**src/rtl/ysyx_220053_cla_pkg.sv**
```systemverilog
// Shared constants, stage-count helper and per-stage register record for the pipelined CLA.
// The flag fields of the record exist only when YSYX_220053_CLA_FLAGS_EN is defined.
package ysyx_220053_cla_pkg;

  localparam logic CLA_ADD = 1'b0;
  localparam logic CLA_SUB = 1'b1;

  function automatic int cla_stages(input int width, input int seg);
    return width / seg;
  endfunction

  typedef struct packed {
    logic valid;
    logic carry;
`ifdef YSYX_220053_CLA_FLAGS_EN
    logic xMsb;
    logic yMsb;
    logic zero;
    logic ovf;
`endif
  } cla_stage_t;

endpackage

```
**src/rtl/ysyx_220053_cla_seg.sv**
```systemverilog
// Combinational SEG-bit adder segment built from 4-bit lookahead groups; exports segment P/G.
module ysyx_220053_cla_seg #(
  parameter int SEG = 16
) (
  input  logic [SEG-1:0] x_i,
  input  logic [SEG-1:0] y_i,
  input  logic           cin_i,
  output logic [SEG-1:0] f_o,
  output logic           cout_o,
  output logic           p_o,
  output logic           g_o
);

  localparam int GROUPS = SEG / 4;

  logic [SEG-1:0] p;
  logic [SEG-1:0] g;
  logic [SEG-1:0] c;
  logic           grpP;
  logic           grpG;
  logic           carry;
  logic           segP;
  logic           segG;

  // Bit carries are resolved inside each 4-bit group; group carries chain between groups.
  always_comb begin
    p     = x_i ^ y_i;
    g     = x_i & y_i;
    c     = '0;
    carry = cin_i;
    grpP  = 1'b0;
    grpG  = 1'b0;
    segP  = 1'b1;
    segG  = 1'b0;
    for (int i = 0; i < GROUPS; i++) begin
      c[4*i]   = carry;
      c[4*i+1] = g[4*i] | (p[4*i] & carry);
      c[4*i+2] = g[4*i+1] | (p[4*i+1] & g[4*i]) | (p[4*i+1] & p[4*i] & carry);
      c[4*i+3] = g[4*i+2] | (p[4*i+2] & g[4*i+1]) | (p[4*i+2] & p[4*i+1] & g[4*i])
               | (p[4*i+2] & p[4*i+1] & p[4*i] & carry);
      grpP  = &p[4*i +: 4];
      grpG  = g[4*i+3] | (p[4*i+3] & g[4*i+2]) | (p[4*i+3] & p[4*i+2] & g[4*i+1])
            | (p[4*i+3] & p[4*i+2] & p[4*i+1] & g[4*i]);
      carry = grpG | (grpP & carry);
      segG  = grpG | (grpP & segG);
      segP  = segP & grpP;
    end
  end

  assign f_o    = p ^ c;
  assign cout_o = carry;
  assign p_o    = segP;
  assign g_o    = segG;

endmodule

```
**src/rtl/ysyx_220053_pipe_cla.sv**
```systemverilog
// Pipelined carry-lookahead adder/subtractor, one SEG-bit segment per stage, valid/ready on both sides.
// Define YSYX_220053_CLA_FLAGS_EN to build the signed-overflow and zero flags.
module ysyx_220053_pipe_cla
  import ysyx_220053_cla_pkg::*;
#(
  parameter int WIDTH = 64,
  parameter int SEG   = 16,
  parameter int TAG_W = 5
) (
  input  logic             clk,
  input  logic             rst_n,
  input  logic             in_valid,
  output logic             in_ready,
  input  logic [WIDTH-1:0] in_x,
  input  logic [WIDTH-1:0] in_y,
  input  logic             in_sub,
  input  logic             in_cin,
  input  logic [TAG_W-1:0] in_tag,
  output logic             out_valid,
  input  logic             out_ready,
  output logic [WIDTH-1:0] out_f,
  output logic             out_cout,
  output logic [TAG_W-1:0] out_tag,
  output logic             out_ovf,
  output logic             out_zero
);

  localparam int STAGES = cla_stages(WIDTH, SEG);
  localparam int MSB    = WIDTH - 1;

  logic             en;
  logic             subMode;
  logic [WIDTH-1:0] yIn;

  cla_stage_t       srcSt  [STAGES];
  cla_stage_t       st_d   [STAGES];
  cla_stage_t       st_q   [STAGES];
  logic [WIDTH-1:0] srcX   [STAGES];
  logic [WIDTH-1:0] srcY   [STAGES];
  logic [WIDTH-1:0] srcF   [STAGES];
  logic [WIDTH-1:0] f_d    [STAGES];
  logic [WIDTH-1:0] x_q    [STAGES];
  logic [WIDTH-1:0] y_q    [STAGES];
  logic [WIDTH-1:0] f_q    [STAGES];
  logic [TAG_W-1:0] srcTag [STAGES];
  logic [TAG_W-1:0] tag_q  [STAGES];
  logic [SEG-1:0]   segF   [STAGES];
  logic             segCout[STAGES];
  logic             segP   [STAGES];
  logic             segG   [STAGES];

  assign en       = !out_valid || out_ready;
  assign in_ready = en;
  assign subMode  = (in_sub == CLA_SUB);
  assign yIn      = subMode ? ~in_y : in_y;

  // Stage 0 is fed from the ports (y already inverted); later stages from the previous register.
  always_comb begin
    for (int k = 0; k < STAGES; k++) begin
      if (k == 0) begin
        srcSt[k]       = '0;
        srcSt[k].valid = in_valid;
        srcSt[k].carry = subMode ? 1'b1 : in_cin;
`ifdef YSYX_220053_CLA_FLAGS_EN
        srcSt[k].xMsb  = in_x[MSB];
        srcSt[k].yMsb  = yIn[MSB];
        srcSt[k].zero  = 1'b1;
`endif
        srcX[k]   = in_x;
        srcY[k]   = yIn;
        srcF[k]   = '0;
        srcTag[k] = in_tag;
      end else begin
        srcSt[k]  = st_q[(k > 0) ? k - 1 : 0];
        srcX[k]   = x_q[(k > 0) ? k - 1 : 0];
        srcY[k]   = y_q[(k > 0) ? k - 1 : 0];
        srcF[k]   = f_q[(k > 0) ? k - 1 : 0];
        srcTag[k] = tag_q[(k > 0) ? k - 1 : 0];
      end
    end
  end

  for (genvar k = 0; k < STAGES; k++) begin : g_seg
    ysyx_220053_cla_seg #(.SEG(SEG)) u_seg (
      .x_i   (srcX[k][k*SEG +: SEG]),
      .y_i   (srcY[k][k*SEG +: SEG]),
      .cin_i (srcSt[k].carry),
      .f_o   (segF[k]),
      .cout_o(segCout[k]),
      .p_o   (segP[k]),
      .g_o   (segG[k])
    );
  end

  // Inter-stage carries come from segment P/G; the top segment's carry-out becomes out_cout.
  always_comb begin
    for (int k = 0; k < STAGES; k++) begin
      st_d[k]       = srcSt[k];
      st_d[k].carry = (k == STAGES - 1) ? segCout[k]
                                        : (segG[k] | (segP[k] & srcSt[k].carry));
`ifdef YSYX_220053_CLA_FLAGS_EN
      st_d[k].zero  = srcSt[k].zero & ~|segF[k];
      st_d[k].ovf   = (srcSt[k].xMsb == srcSt[k].yMsb) && (segF[k][SEG-1] != srcSt[k].xMsb);
`endif
      f_d[k]                = srcF[k];
      f_d[k][k*SEG +: SEG]  = segF[k];
    end
  end

  always_ff @(posedge clk or negedge rst_n) begin
    if (!rst_n) begin
      for (int k = 0; k < STAGES; k++) begin
        st_q[k]  <= '0;
        x_q[k]   <= '0;
        y_q[k]   <= '0;
        f_q[k]   <= '0;
        tag_q[k] <= '0;
      end
    end else if (en) begin
      for (int k = 0; k < STAGES; k++) begin
        st_q[k]  <= st_d[k];
        x_q[k]   <= srcX[k];
        y_q[k]   <= srcY[k];
        f_q[k]   <= f_d[k];
        tag_q[k] <= srcTag[k];
      end
    end
  end

  assign out_valid = st_q[STAGES-1].valid;
  assign out_cout  = st_q[STAGES-1].carry;
  assign out_f     = f_q[STAGES-1];
  assign out_tag   = tag_q[STAGES-1];
`ifdef YSYX_220053_CLA_FLAGS_EN
  assign out_ovf   = st_q[STAGES-1].ovf;
  assign out_zero  = st_q[STAGES-1].zero;
`else
  assign out_ovf   = 1'b0;
  assign out_zero  = 1'b0;
`endif

endmodule

```
**config.mk**
```make
export PLATFORM = sky130hd
export DESIGN_NAME = ysyx_220053_pipe_cla
export DESIGN_NICKNAME = d
export VERILOG_FILES = /design/src/rtl/ysyx_220053_cla_pkg.sv /design/src/rtl/ysyx_220053_cla_seg.sv /design/src/rtl/ysyx_220053_pipe_cla.sv
export SDC_FILE = /design/constraint.sdc
export NUM_CORES = 1
export LEC_CHECK = 0
export ABC_AREA = 1
export CORE_AREA = 2 2 183 167
export CTS_CLUSTER_SIZE = 12
export DETAILED_ROUTE_END_ITERATION = 8
export DIE_AREA = 0 0 185 169
export MAX_ROUTING_LAYER = met4
export PLACE_DENSITY = 0.9
export SLEW_MARGIN = 20
export SYNTH_ARGS = -nofsm -noshare
export SYNTH_HDL_FRONTEND = slang
export SYNTH_SLANG_ARGS = --single-unit
export TNS_END_PERCENT = 10
```
**constraint.sdc**
```tcl
create_clock -name clk -period 5.2 [get_ports clk]
set_input_delay 1.04 -clock clk [delete_from_list [all_inputs] [get_ports clk]]
set_output_delay 1.04 -clock clk [all_outputs]
set_load 0.01 [all_outputs]
```
### After elaboration in Yosys (flattened, before gate mapping)

Index checks and enable logic that the tools add are counted.

* output and inout port bits: 74
* bits of input ports: 139
* RAM bits: 0
* latch bits: 0
* word-level logic and storage cells: 482
* bits in registers: 572
* memory bits (read-only): 0
* memories: 0

* reductions and logical operators: 18
* shift-type cells: 0
* $lt $le $gt $ge: 0
* multipliers: 0
* eq/ne operators: 0
* div/mod/pow operators: 0
* mux-type cells: 2
* $add $sub $neg: 0
* bitwise gates (word level): 440

Operator list (count)
* 1-bit AND: 258
* 1-bit bitwise OR: 169
* 16-bit XOR: 8
* 16-bit AND: 4
* 64-bit two-way mux: 1
* 64-bit inverter: 1
* 4-bit AND reduction: 16
* 1-bit zero test: 1
* 1-bit logical OR: 1
* 1-bit two-way mux: 1

### Logic depth before layout (Yosys ltp)

* depth in word-level cells: 15
* depth in mapped cells: 18
* gate-level depth less buffers: 16

### Cells and area by module

A second synthesis with hierarchy kept.

* cell total of the unflattened synthesis: 2116
* area, all modules: 18159.9 um2

Modules (own cells, without submodules)
* ysyx_220053_pipe_cla: times used 1, cells an instance 1652, area each 15069.5 um2, sequential area each 9509.1 um2
* ysyx_220053_cla_seg at g_seg[1].u_seg ...: times used 3, cells an instance 116, area each 775.7 um2, sequential area each 0.0 um2
* ysyx_220053_cla_seg at g_seg[0].u_seg: times used 1, cells an instance 116, area each 763.2 um2, sequential area each 0.0 um2

### Worst setup path after synthesis

No wires, ideal clock.

* path type: input to register
* from: input in_sub
* to: register f_q, in the netlist f_d[141]
* stages: 17
* path slack: 1876 ps
* arrival: 3242 ps
* path through: buf_2 -> buf_2 -> xnor2_1 -> inv_1 -> ha_1 -> nand2_1 -> nor2_1 -> nand2_1 -> nand3_2 -> nand2_2 -> nand2_4 -> nand2_2 -> nand2_2 -> inv_1 -> fa_1 -> xor2_1 -> o21ai_0

* word-level cells in the longest chain between the ends: 14
* elaborated cells between the ends (all ways): 40
* those cells by class: mux: 2; bitwise: 35; reduce/logical: 3

RTL lines
* start: declaration: line ysyx_220053_pipe_cla.sv:16 `input logic in_sub,`
* 64-bit two-way mux: line ysyx_220053_pipe_cla.sv:55 `assign yIn = subMode ? ~in_y : in_y;`
* 16-bit XOR / 16-bit AND (equally long branches): line ysyx_220053_cla_seg.sv:27, ysyx_220053_cla_seg.sv:28
* 1-bit AND (on tied branches): line ysyx_220053_cla_seg.sv:42, ysyx_220053_cla_seg.sv:43
* 1-bit bitwise OR, or another cell as far along: line ysyx_220053_cla_seg.sv:42 `grpG = g[4*i+3] | (p[4*i+3] & g[4*i+2]) | (p[4*i+3] & p[4*i+2] & g[4*i+1])`
* 1-bit bitwise OR / 1-bit AND (equally long branches): line ysyx_220053_cla_seg.sv:42, ysyx_220053_cla_seg.sv:43
* 1-bit bitwise OR: line ysyx_220053_cla_seg.sv:43 `| (p[4*i+3] & p[4*i+2] & p[4*i+1] & g[4*i]);`
* 1-bit bitwise OR: line ysyx_220053_cla_seg.sv:44 `carry = grpG | (grpP & carry);`
* 1-bit AND: line ysyx_220053_cla_seg.sv:44
* 1-bit bitwise OR: line ysyx_220053_cla_seg.sv:44
* 1-bit AND: line ysyx_220053_cla_seg.sv:44
* 1-bit bitwise OR: line ysyx_220053_cla_seg.sv:44
* 1-bit AND: line ysyx_220053_cla_seg.sv:37 `c[4*i+1] = g[4*i] | (p[4*i] & carry);`
* 1-bit bitwise OR: line ysyx_220053_cla_seg.sv:37
* 16-bit XOR (*): line ysyx_220053_cla_seg.sv:50 `assign f_o = p ^ c;`
* end signal: indexed assignment: line ysyx_220053_pipe_cla.sv:124 `f_q[k] <= f_d[k];`
* end: declaration: line ysyx_220053_pipe_cla.sv:44 `logic [WIDTH-1:0] f_q [STAGES];`

Mark *: on every way between the ends. The rest lies on a longest branch, timed or not.
A chain may end at the register's enable or synchronous reset.

### Worst setup path in the final report

* from: input out_ready
* to: output in_ready

* word-level cells in the longest chain between the ends: 1

RTL lines
* start: declaration: line ysyx_220053_pipe_cla.sv:20 `input logic out_ready,`
* 1-bit logical OR: line ysyx_220053_pipe_cla.sv:52 `assign en = !out_valid || out_ready;`
* end: declaration: line ysyx_220053_pipe_cla.sv:13 `output logic in_ready,`

Every way passes these cells.

==> summary.md <==
| Metric | Value |
|---|---|
| Aggregate global routing overflow | `0` |
| Port Buffers | `210` |
| Period Utilization, post-route | `0.673` |
| Fin. Hold Viols | `0` |
| Area delta synth->final | `20.5%` |
| CTS buffer count | `40` |
| Htree depth | `2` |
| Clock Sinks | `between 300 and 400` |
| Height of the die | `169 um` |
| Pins over their slew limit | `0` |
| Cells after Synth | `around 1900` |
| Max cap viols | `0` |
| Post-CTS setup buffers | `0` |
| Vias/cell | `about 5.2` |
| Status | `completed` |
| Mapped Area | `17400 um2` |
| Drt initial violations | `1166` |
| Setup TNS | `0 ns` |
| First-pass DRT Iterations | `5` |
| Post-CTS sizing | `0` |
| I/O pin total | `213` |
| WL/cell | `between 15 and 20 um` |
| Layout cells sized above 1 | `0.0601` |
| Synthesized area per cell | `9.11 um2` |
| Post-layout min period | `between 3 and 4 ns` |
| Later-pin clock latency in the skew report | `about 0.5 ns` |
| Power density cells | `just over 600 nW/um2` |
| Clock Path Buffers | `3` |
| Tightest Pin Transition | `just over 1 ns` |
| Hpwl dp | `between 20 and 25 mm` |
| # hold bufs at CTS | `0` |
| Initial antenna violation count | `0` |
| CP Capture Type | `output pin` |
| First-pass GRT wire length | `between 60 and 70 mm` |
| Hold_ws | `approximately 0.46 ns` |
| Seq/Total Area, Yosys | `0.548` |
| Root Buffer | `clkbuf_16` |
| Slew headroom | `0.310` |
| Leak pwr | `0.0102 uW` |
| Critical path type | `in -> out` |
| Die area | `approximately 31000 um2` |
| Ys Warns | `0` |
| Tot GR Track Use | `0.253` |
| FP Rows | `60` |
| Startpoint type of the worst setup path | `primary input` |
| CP max FO | `55` |
| Finish-stage setup viols | `0` |
| Number of global-route vias before repair | `approximately 13000` |
| Max Clock Freq | `roughly 290 MHz` |
| DRT Wirelength | `approximately 38 mm` |
| Worst vdd ir | `between 0.2 and 0.3 mV` |
| Final Net Count | `about 2300` |
| Chip width | `about 190 um` |
| Core Area | `between 20000 and 30000 um2` |
| Critical path required time | `~4.2 ns` |
| ANT cells | `0` |
| Initial Utilization | `0.590` |
| Layout Skew | `0.00775 ns` |
| Drc violations | `0` |
| Synth Register Bits | `380` |
| RSZ-0062 raised after global routing | `no` |
| Largest net degree at the start of global routing | `about 300` |
| Final ANT Viol Nets | `0` |
| Clock-pin slew on the worst setup and hold paths | `roughly 0.06 ns` |
| Hold Path Class | `reg -> reg` |
| Vias | `between 10000 and 15000` |
| CTS tree | `built` |
| Overall power | `roughly 13000 uW` |
| Routability cong. | `approximately 0.85` |
| Crit path DAT | `2.46 ns` |
| Synth unique cells | `38` |
synth_stat cells:
cell type,instances,share of area
nand2_1,694,0.15
dfrtp_1,380,0.55
o21ai_0,233,0.067
inv_1,138,0.030
ha_1,64,0.046
xnor2_1,61,0.031
clkbuf_1,41,0.0089
nand3_1,39,0.011
nor2_1,39,0.0084
buf_2,36,0.010
a21oi_1,24,0.0069
xor2_1,24,0.012
nand2_4,19,0.012
fa_1,16,0.018
nand2_2,16,0.0058
o21ai_1,12,0.0035
buf_1,7,0.0015
o21bai_1,7,0.0030
a21oi_2,6,0.0030
buf_4,6,0.0026
nand4_1,6,0.0022
a211oi_1,4,0.0017
inv_2,4,0.00086
nor2_2,4,0.0014
nor3_1,4,0.0012
a31oi_1,3,0.0011
a32o_1,3,0.0017
nand3b_4,3,0.0035
or2_4,3,0.0015
a211oi_2,1,0.00072
and3_1,1,0.00036
buf_6,1,0.00065
clkbuf_8,1,0.00079
conb_1,1,0.00022
nand3_2,1,0.00058
nand3b_1,1,0.00043
nor2_4,1,0.00065
o211ai_1,1,0.00043
sequential cells by signal, summed over array words and instances, names as in the netlist:
signal     count
srcY          96
out_tag        5
srcSt          6
f_d           96
out_cout       1
srcX          96
srcTag        15
out_valid      1
out_f         64
power breakdown:
group	switching (uW)	total, uW	internal [uW]
sequential	745	5020	4280
combinational	2870	4910	2040
clock	1080	2690	1600
total	4700	12600	7920
path summary, 6_finish.rpt:
check | start | end | slack, ns | depth (start not counted)
worst max-delay path | out_ready | in_ready | 1.70 | 4
worst min-delay path | srcSt[1] | out_valid | 0.46 | 2
worst max register to register | out_valid | f_d[83] | 2.64 | 7
worst min register to register | srcSt[1] | out_valid | 0.46 | 2
max in group asynchronous | rst_n | srcSt[5] | 3.51 | 2
min in group asynchronous | rst_n | f_d[11] | 0.55 | 1
layer usage:
| metal | share of wire | vias to the layer above | wire length (um) | global-route usage |
|---|---|---|---|---|
| met5 | 0 | - | 0 | - |
| met4 | 0.032 | 0 | 1220 | 0.0887 |
| met3 | 0.058 | 101 | 2200 | 0.0379 |
| met2 | 0.49 | 409 | 18500 | 0.411 |
| met1 | 0.42 | 6262 | 15800 | 0.328 |
| li1 | - | 6329 | - | - |
logic make-up (layout without fill, tap and decap cells):
family	Yosys count	in the layout	share of synthesized area
AOI/OAI and AO/OA	294	294	0.0893
xor gates and xnor gates	85	85	0.0429
adders and majority gates	80	80	0.0646
buffers and inverters	234	424	0.0555
DFF	380	380	0.548
other	1	2	0.000216
and+or+nand+nor	831	831	0.200
final cells by class:
type,instances,area (um2)
Inverter,142,541
Multi-Input combinational cell,1292,6890
Timing Repair Buffer,221,2240
Sequential cell,380,9510
Clock buffer,56,1170
Tap cell,403,504
Clock inverter,5,50.0
Fill cell,2050,8520
worst max-delay path, cell delays in order:
cell and delay (ns):
clkdlybuf4s50_1 0.50, nor2_4 0.07, inv_8 0.23, clkdlybuf4s50_1 0.60
cell usage in the layout (no fill, tap or decap), types with 2 or more instances in the layout:
cell               n
nand2_1          694
xnor2_1           61
o21ai_0          233
clkbuf_8           9
o21bai_1           7
or2_4              3
a21oi_1           24
xor2_1            24
clkinv_2           4
buf_4              8
a31oi_1            3
o21ai_1           12
clkbuf_1           6
a21oi_2            6
nand4_1            6
inv_1            138
clkbuf_16         41
buf_12             3
a32o_1             3
nor2_1            39
fa_1              16
inv_2              3
nand2_4           19
nor3_1             4
nor2_2             4
a211oi_1           4
nand3b_4           3
nand3_1           39
clkdlybuf4s50_1  208
nand2_2           16
dfrtp_1          380
conb_1             2
ha_1              64
per-stage QoR:
| step | util | instances | worst slack (ns) | area (um2) |
|---|---|---|---|---|
| 3_5_place_dp | 0.668 | 2437 | 1.69 | 19700 |
| 5_1_grt | 0.711 | 2499 | 1.64 | 20900 |
| 6_report | 0.711 | 2499 | 1.70 | 20900 |
| 3_3_place_gp | 0.668 | 2437 | 1.71 | 19700 |
| 2_1_floorplan | - | 1906 | 1.88 | 17400 |
| 4_1_cts | 0.710 | 2498 | 1.70 | 20900 |
No activity file was read; power rests on OpenSTA's default activity.
